[config.mk]
export PLATFORM = sky130hd
export DESIGN_NAME = frame_load_ctrl_flat
export DESIGN_NICKNAME = d
export VERILOG_FILES = /design/src/rtl/frame_load_ctrl_pkg.sv /design/src/rtl/frame_load_ctrl_if.sv /design/src/rtl/frame_load_ctrl_word_packer.sv /design/src/rtl/frame_load_ctrl.sv /design/src/flat_wrapper.sv
export SDC_FILE = /design/constraint.sdc
export NUM_CORES = 1
export LEC_CHECK = 0
export CAP_MARGIN = 25
export CORE_MARGIN = 2
export CORE_UTILIZATION = 49
export DETAILED_ROUTE_END_ITERATION = 10
export GPL_TIMING_DRIVEN = 0
export PLACE_DENSITY_LB_ADDON = 0.2
export REMOVE_ABC_BUFFERS = 1
export SLEW_MARGIN = 10
export SYNTH_ARGS = -nofsm -noshare
export SYNTH_HDL_FRONTEND = slang
export SYNTH_SLANG_ARGS = --single-unit
[constraint.sdc]
create_clock -name clk -period 1.85 [get_ports clk]
set_clock_uncertainty 0.1 [all_clocks]
set_input_delay 0.37 -clock clk [delete_from_list [all_inputs] [get_ports clk]]
set_output_delay 0.37 -clock clk [all_outputs]
set_load 0.005 [all_outputs]
[src/rtl/frame_load_ctrl_pkg.sv]
// Shared types and constants for the host-link frame sequencer.
// Opcode, FSM state and error-code encodings used by the controller and its bench.
package tfe_ctrl_pkg;

  localparam int unsigned BYTES_PER_WORD = 8;

  typedef enum logic [1:0] {
    OP_LDW = 2'b00,
    OP_LDI = 2'b01,
    OP_RUN = 2'b10,
    OP_BAD = 2'b11
  } opcode_e;

  typedef enum logic [1:0] {
    IDLE    = 2'b00,
    PAYLOAD = 2'b01,
    RUN     = 2'b10
  } state_e;

  typedef enum logic [1:0] {
    ERR_NONE     = 2'b00,
    ERR_TIMEOUT  = 2'b01,
    ERR_OPCODE   = 2'b10,
    ERR_OVERRUN  = 2'b11
  } err_code_e;

endpackage

[src/rtl/frame_load_ctrl_if.sv]
// Byte-in / buffer-write-out bus of the frame sequencer.
// The controller takes the slave side; the UART/buffer environment takes master.
interface frame_load_ctrl_if #(
  parameter int unsigned ADDR_W = 6
);
  logic [7:0]        rx_byte;
  logic              rx_valid;
  logic              core_done;
  logic              wr_en;
  logic              wr_sel;
  logic [ADDR_W-1:0] wr_addr;
  logic [63:0]       wr_data;
  logic              frame_done;
  logic              start;
  logic              busy;
  logic              err;
  logic [1:0]        err_code;

  modport master (
    output rx_byte, rx_valid, core_done,
    input  wr_en, wr_sel, wr_addr, wr_data, frame_done, start, busy, err, err_code
  );

  modport slave (
    input  rx_byte, rx_valid, core_done,
    output wr_en, wr_sel, wr_addr, wr_data, frame_done, start, busy, err, err_code
  );
endinterface

[src/rtl/frame_load_ctrl_word_packer.sv]
// Packs bytes LSB-first into a 64-bit word; word_ready_o flags the byte that completes it.
// word_o is the word including the current byte, so the caller can register it in one step.
module word_packer
  import tfe_ctrl_pkg::*;
(
  input  logic        clk,
  input  logic        rst,
  input  logic        clear_i,
  input  logic        valid_i,
  input  logic [7:0]  byte_i,
  output logic [63:0] word_o,
  output logic        word_ready_o
);

  localparam int unsigned CntW = $clog2(BYTES_PER_WORD);

  logic [CntW-1:0] cnt_q, cnt_d;
  logic [63:0]     acc_q, acc_d;

  // Shift right so the first byte ends up in [7:0] after eight bytes.
  assign word_o       = {byte_i, acc_q[63:8]};
  assign word_ready_o = valid_i && !clear_i && (cnt_q == CntW'(BYTES_PER_WORD - 1));

  always_comb begin
    cnt_d = cnt_q;
    acc_d = acc_q;
    if (clear_i) begin
      cnt_d = '0;
      acc_d = '0;
    end else if (valid_i) begin
      acc_d = word_o;
      cnt_d = cnt_q + 1'b1;
    end
  end

  always_ff @(posedge clk or negedge rst) begin
    if (!rst) begin
      cnt_q <= '0;
      acc_q <= '0;
    end else begin
      cnt_q <= cnt_d;
      acc_q <= acc_d;
    end
  end

endmodule

[src/rtl/frame_load_ctrl.sv]
// Host-link frame sequencer: header decode, payload packing into buffer writes,
// compute start/busy tracking, and timeout/opcode/overrun error reporting.
module frame_load_ctrl
  import tfe_ctrl_pkg::*;
#(
  parameter int unsigned ADDR_W  = 6,
  parameter int unsigned TIMEOUT = 1024
) (
  input logic              clk,
  input logic              rst,
  frame_load_ctrl_if.slave bus
);

  localparam int unsigned TmoW = $clog2(TIMEOUT + 1);

  state_e            state_q, state_d;
  logic              sel_q, sel_d;
  logic [ADDR_W-1:0] count_q, count_d;
  logic [ADDR_W-1:0] word_cnt_q, word_cnt_d;
  logic [TmoW-1:0]   tmo_q, tmo_d;
  logic              wr_en_q, wr_en_d;
  logic [ADDR_W-1:0] wr_addr_q, wr_addr_d;
  logic [63:0]       wr_data_q, wr_data_d;
  logic              frame_done_q, frame_done_d;
  logic              start_q, start_d;
  logic              err_q, err_d;
  err_code_e         err_code_q, err_code_d;

  logic              pack_clear;
  logic [63:0]       pack_word;
  logic              pack_ready;

  word_packer u_packer (
    .clk          (clk),
    .rst          (rst),
    .clear_i      (pack_clear),
    .valid_i      (bus.rx_valid && (state_q == PAYLOAD)),
    .byte_i       (bus.rx_byte),
    .word_o       (pack_word),
    .word_ready_o (pack_ready)
  );

  always_comb begin
    state_d      = state_q;
    sel_d        = sel_q;
    count_d      = count_q;
    word_cnt_d   = word_cnt_q;
    tmo_d        = tmo_q;
    wr_en_d      = 1'b0;
    wr_data_d    = wr_data_q;
    frame_done_d = 1'b0;
    start_d      = 1'b0;
    err_d        = 1'b0;
    err_code_d   = err_code_q;
    pack_clear   = 1'b0;
    // Address advances the cycle after each write so wr_addr is stable during wr_en.
    wr_addr_d    = wr_en_q ? wr_addr_q + 1'b1 : wr_addr_q;

    unique case (state_q)
      IDLE: begin
        if (bus.rx_valid) begin
          unique case (opcode_e'(bus.rx_byte[7:6]))
            OP_LDW, OP_LDI: begin
              sel_d      = bus.rx_byte[6];
              count_d    = bus.rx_byte[ADDR_W-1:0];
              word_cnt_d = '0;
              wr_addr_d  = '0;
              tmo_d      = '0;
              pack_clear = 1'b1;
              state_d    = PAYLOAD;
            end
            OP_RUN: begin
              start_d = 1'b1;
              state_d = RUN;
            end
            default: begin
              err_d      = 1'b1;
              err_code_d = ERR_OPCODE;
            end
          endcase
        end
      end

      PAYLOAD: begin
        if (bus.rx_valid) begin
          tmo_d = '0;
          if (pack_ready) begin
            wr_en_d    = 1'b1;
            wr_data_d  = pack_word;
            word_cnt_d = word_cnt_q + 1'b1;
            if (word_cnt_q == count_q) begin
              frame_done_d = 1'b1;
              state_d      = IDLE;
            end
          end
        end else if (tmo_q == TmoW'(TIMEOUT - 1)) begin
          err_d      = 1'b1;
          err_code_d = ERR_TIMEOUT;
          tmo_d      = '0;
          pack_clear = 1'b1;
          state_d    = IDLE;
        end else begin
          tmo_d = tmo_q + 1'b1;
        end
      end

      RUN: begin
        if (bus.rx_valid) begin
          err_d      = 1'b1;
          err_code_d = ERR_OVERRUN;
        end
        if (bus.core_done) begin
          state_d = IDLE;
        end
      end

      default: state_d = IDLE;
    endcase
  end

  always_ff @(posedge clk or negedge rst) begin
    if (!rst) begin
      state_q      <= IDLE;
      sel_q        <= 1'b0;
      count_q      <= '0;
      word_cnt_q   <= '0;
      tmo_q        <= '0;
      wr_en_q      <= 1'b0;
      wr_addr_q    <= '0;
      wr_data_q    <= '0;
      frame_done_q <= 1'b0;
      start_q      <= 1'b0;
      err_q        <= 1'b0;
      err_code_q   <= ERR_NONE;
    end else begin
      state_q      <= state_d;
      sel_q        <= sel_d;
      count_q      <= count_d;
      word_cnt_q   <= word_cnt_d;
      tmo_q        <= tmo_d;
      wr_en_q      <= wr_en_d;
      wr_addr_q    <= wr_addr_d;
      wr_data_q    <= wr_data_d;
      frame_done_q <= frame_done_d;
      start_q      <= start_d;
      err_q        <= err_d;
      err_code_q   <= err_code_d;
    end
  end

  assign bus.wr_en      = wr_en_q;
  assign bus.wr_sel     = sel_q;
  assign bus.wr_addr    = wr_addr_q;
  assign bus.wr_data    = wr_data_q;
  assign bus.frame_done = frame_done_q;
  assign bus.start      = start_q;
  assign bus.busy       = (state_q != IDLE);
  assign bus.err        = err_q;
  assign bus.err_code   = err_code_q;

endmodule

[src/flat_wrapper.sv]
// flat-port wrapper written by rule: the top's interface ports become plain ports
module frame_load_ctrl_flat import tfe_ctrl_pkg::*;
#(
  parameter int unsigned ADDR_W  = 6,
  parameter int unsigned TIMEOUT = 1024
)
  (clk, rst, bus_rx_byte, bus_rx_valid, bus_core_done, bus_wr_en, bus_wr_sel, bus_wr_addr, bus_wr_data, bus_frame_done, bus_start, bus_busy, bus_err, bus_err_code);
  frame_load_ctrl_if #(.ADDR_W(ADDR_W)) bus_i ();
  input logic clk;
  input logic rst;
  input wire logic [$bits(bus_i.rx_byte)-1:0] bus_rx_byte;
  input wire logic [$bits(bus_i.rx_valid)-1:0] bus_rx_valid;
  input wire logic [$bits(bus_i.core_done)-1:0] bus_core_done;
  output wire logic [$bits(bus_i.wr_en)-1:0] bus_wr_en;
  output wire logic [$bits(bus_i.wr_sel)-1:0] bus_wr_sel;
  output wire logic [$bits(bus_i.wr_addr)-1:0] bus_wr_addr;
  output wire logic [$bits(bus_i.wr_data)-1:0] bus_wr_data;
  output wire logic [$bits(bus_i.frame_done)-1:0] bus_frame_done;
  output wire logic [$bits(bus_i.start)-1:0] bus_start;
  output wire logic [$bits(bus_i.busy)-1:0] bus_busy;
  output wire logic [$bits(bus_i.err)-1:0] bus_err;
  output wire logic [$bits(bus_i.err_code)-1:0] bus_err_code;
  assign bus_i.rx_byte = bus_rx_byte;
  assign bus_i.rx_valid = bus_rx_valid;
  assign bus_i.core_done = bus_core_done;
  assign bus_wr_en = bus_i.wr_en;
  assign bus_wr_sel = bus_i.wr_sel;
  assign bus_wr_addr = bus_i.wr_addr;
  assign bus_wr_data = bus_i.wr_data;
  assign bus_frame_done = bus_i.frame_done;
  assign bus_start = bus_i.start;
  assign bus_busy = bus_i.busy;
  assign bus_err = bus_i.err;
  assign bus_err_code = bus_i.err_code;
  frame_load_ctrl #(.ADDR_W(ADDR_W), .TIMEOUT(TIMEOUT)) u_core (.clk(clk), .rst(rst), .bus(bus_i));
endmodule
==> metrics.txt <==
status finished with violations; clk buf depth 2; post-synthesis cell type count 40; adder-cell share of the synthesized area 1.936%; slowest CP cell dfrtp_1; Via Count 4505; Chip Height 118.8 um; fin crit share 109.4%; I/O Buffers 89; final worst path period need 2.024 ns; number of synthesized register bits 161; total congestion overflow 0; largest family of logic cells by synthesized area multiplexers; GRT Overall Usage 21.90%; commonest non-fill, non-tap cell in the layout dfrtp_1; layout cells sized above 1 31.36%; Yosys top cell by area dfrtp_1; failing checks negative setup slack; Peak Freq 494.1 MHz; first-pass GRT wire length 24350 um; Skew-Pair Late Insertion Delay 0.43 ns; Peak VDD IR 0.7430 mV; Clock Tree Root clkbuf_16; crit-path max cell delay 0.40 ns; Wirelength per Cell 19.34 um; Worst Path Required 2.05 ns; RSZ-0062 raised after global routing yes; Least-Margin Pin Slew 0.6737 ns; RD Place Congestion 0.8386; Pwr Density 1168 nW/um^2; Area contributors post-synth dfrtp_1 (62%), mux2_2 (12%), a22o_1 (7.7%); via density per instance 5.541; # DRC 0; fillers 842; CP Launch Type flip-flop; Hold WC Path Type in2async; Worst slew margin 55.09%; Crit Path Category reg2reg; full die area 14120 um^2; antenna violations before repair 0; static leakage 4.377 nW; core area 12720 um^2; post-synthesis sequential area ratio 62.35%; warnings from Yosys 0; placed wire-length estimate 7990 um; Post-synth EDFFs 0; share of the synthesized area in the top cell type 62.35%; Die X 118.8 um; Mapped Cells 478; remaining antenna violation count after routing 0; largest net degree at the start of global routing 92; CP Cell Sequence inv_2 > ha_4 > nand2_8 > nor3b_4 > buf_6 > buf_12 > clkbuf_16 > mux2_4; Reg clk slew, reported paths 0.06 ns; number of global-route vias before repair 4642; post-synthesis xor/xnor area fraction 2.576%; CP endpoint kind flip-flop; Top Ports 90; crit-path max FO 5; standard-cell row count 41; Primary FF master, synth dfrtp_1; total routed wirelength 15730 um; Detailed Routing Iterations Pass 1 4; Total Neg Setup Slack -11.38 ns; simple logic cell fraction of the synthesized area 7.785%; Critical Path AT 2.23 ns; final setup violation count 136; Max Cap Viol 0; CTS tree yes; mapped cell area 6461 um^2; Area Overhead vs Synth 43.63%; Antenna diodes 0; Sink Count 161; compound-cell area share of the yosys netlist 9.973%; Max Slew Vio Count 0; most frequent cells in the layout dfrtp_1 (159), clkdlybuf4s50_1 (86), a22o_1 (57); Avg Cell Area, Syn 13.52 um^2; DR iter-0 viols 337; final worst setup slack -0.1739 ns; H-tree levels 4; asr flop ratio synth 100.0%; total power draw 10.84 mW; starting density of the core 50.79%; final hold vios 0; post-synthesis mux area share 12.28%; Num CTS Buffers 17; nets 650
-- through the flow --
step	area [um^2]	utilization, %	setup WS, ns	cells	hold slack, ns
floorplan	6295	-	-2.605	453	-0.02559
global placement	7401	58.17	-5.964	714	0.3680
detailed placement	7577	59.56	-1.167	722	0.2557
CTS	8955	70.39	-0.1324	794	0.3921
global route	9280	72.94	-0.2422	813	0.4090
finish	9280	72.94	-0.1739	813	0.3872
-- critical path, delay by kind of cell, from the launching register on --
| family | cells | cell delay (ns) |
|---|---|---|
| multiplexers | 1 | 0.29 |
| adder cells (fa/ha/maj) | 1 | 0.20 |
| flip-flops | 1 | 0.40 |
| AND/OR/NAND/NOR | 2 | 0.34 |
| buffers and inverters | 4 | 0.56 |
-- routing by layer --
metal / global-route usage (%) / vias to the layer above / part of all wire (%) / routed length, um
li1: - / 2010 / - / -
met1: 29.65 / 2341 / 44 / 6973
met2: 34.99 / 122 / 49 / 7722
met3: 4.071 / 32 / 4.3 / 673
met4: 9.077 / 0 / 2.3 / 358
met5: 0 / - / 0 / 0
-- report_power, final --
group / switching [mW] / internal, mW / total (mW)
sequential: 0.427 / 4.01 / 4.43
combinational: 1.38 / 1.36 / 2.75
clock: 1.36 / 2.30 / 3.66
total: 3.17 / 7.67 / 10.8
-- final cells by class --
class / instances / area (um^2) / area share, %
Sequential cell: 161 / 4031 / 43.44
Multi-Input combinational cell: 285 / 2651 / 28.57
Timing Repair Buffer: 154 / 1722 / 18.55
Clock buffer: 24 / 501.7 / 5.406
Tap cell: 172 / 215.2 / 2.319
Clock inverter: 8 / 125.1 / 1.348
Inverter: 9 / 33.78 / 0.3640
-- state kept, by name, summed over array words and instances, names as in the netlist --
| name | count |
|---|---|
| u_core.state_q | 2 |
| u_core.bus.wr_data | 64 |
| u_core.bus.start | 1 |
| u_core.bus.frame_done | 1 |
| u_core.bus.err | 1 |
| u_core.count_q | 6 |
| u_core.bus.err_code | 2 |
| u_core.word_cnt_q | 6 |
| u_core.bus.wr_addr | 6 |
| u_core.u_packer.acc_q | 56 |
| u_core.u_packer.cnt_q | 3 |
| u_core.bus.wr_en | 1 |
| u_core.tmo_q | 11 |
| u_core.bus.wr_sel | 1 |
-- kinds of logic after synthesis --
| family | after synthesis |
|---|---|
| buffers and inverters | 34 |
| adders and majority gates | 10 |
| xor gates and xnor gates | 19 |
| and+or+nand+nor | 102 |
| muxes | 71 |
| DFF | 161 |
| AOI/OAI and AO/OA | 81 |
-- cell usage after synthesis (2+ instances only) --
master	count
nand2_1	42
xor2_1	13
nor2_1	23
nor3b_1	2
a22o_1	57
mux2i_1	5
xnor2_1	6
clkbuf_1	4
a21oi_1	6
nand4_1	3
buf_6	7
mux2_2	66
ha_1	10
buf_2	13
and4_1	2
dfrtp_1	161
nand3_1	7
nor2_2	2
inv_1	9
nor2b_1	3
nor3_1	5
a31oi_1	2
o21ai_0	10
o22ai_1	2
or3_1	2
and3b_1	2
-- path summary, 6_finish.rpt --
path / from / slack (ns) / cells past startpoint / endpoint
worst max-delay path: u_core.state_q[1]$_DFFE_PN0P_ / -0.17 / 8 / u_core.bus.wr_data[18]$_DFFE_PN0P_
worst min register to register: u_core.bus.wr_sel$_DFFE_PN0P_ / 0.39 / 2 / u_core.bus.wr_sel$_DFFE_PN0P_
min in group clk: u_core.bus.wr_sel$_DFFE_PN0P_ / 0.39 / 2 / u_core.bus.wr_sel$_DFFE_PN0P_
worst min-delay path: rst / 0.39 / 2 / u_core.bus.wr_data[53]$_DFFE_PN0P_
worst max register to register: u_core.state_q[1]$_DFFE_PN0P_ / -0.17 / 8 / u_core.bus.wr_data[18]$_DFFE_PN0P_
max in group asynchronous: rst / 0.41 / 3 / u_core.bus.wr_en$_DFF_PN0_
-- timing repair --
item / in CTS / in global routing
pin swaps: 31 / 12
hold endpoints to repair: 70 / 0
endpoints found under the setup margin: 161 / 147
resized for setup: 102 / 36
cloned: 6 / 5
hold buffers: 1 / 0
setup buffers: 34 / 15
Note: power is estimated with default switching activity, not from simulation.
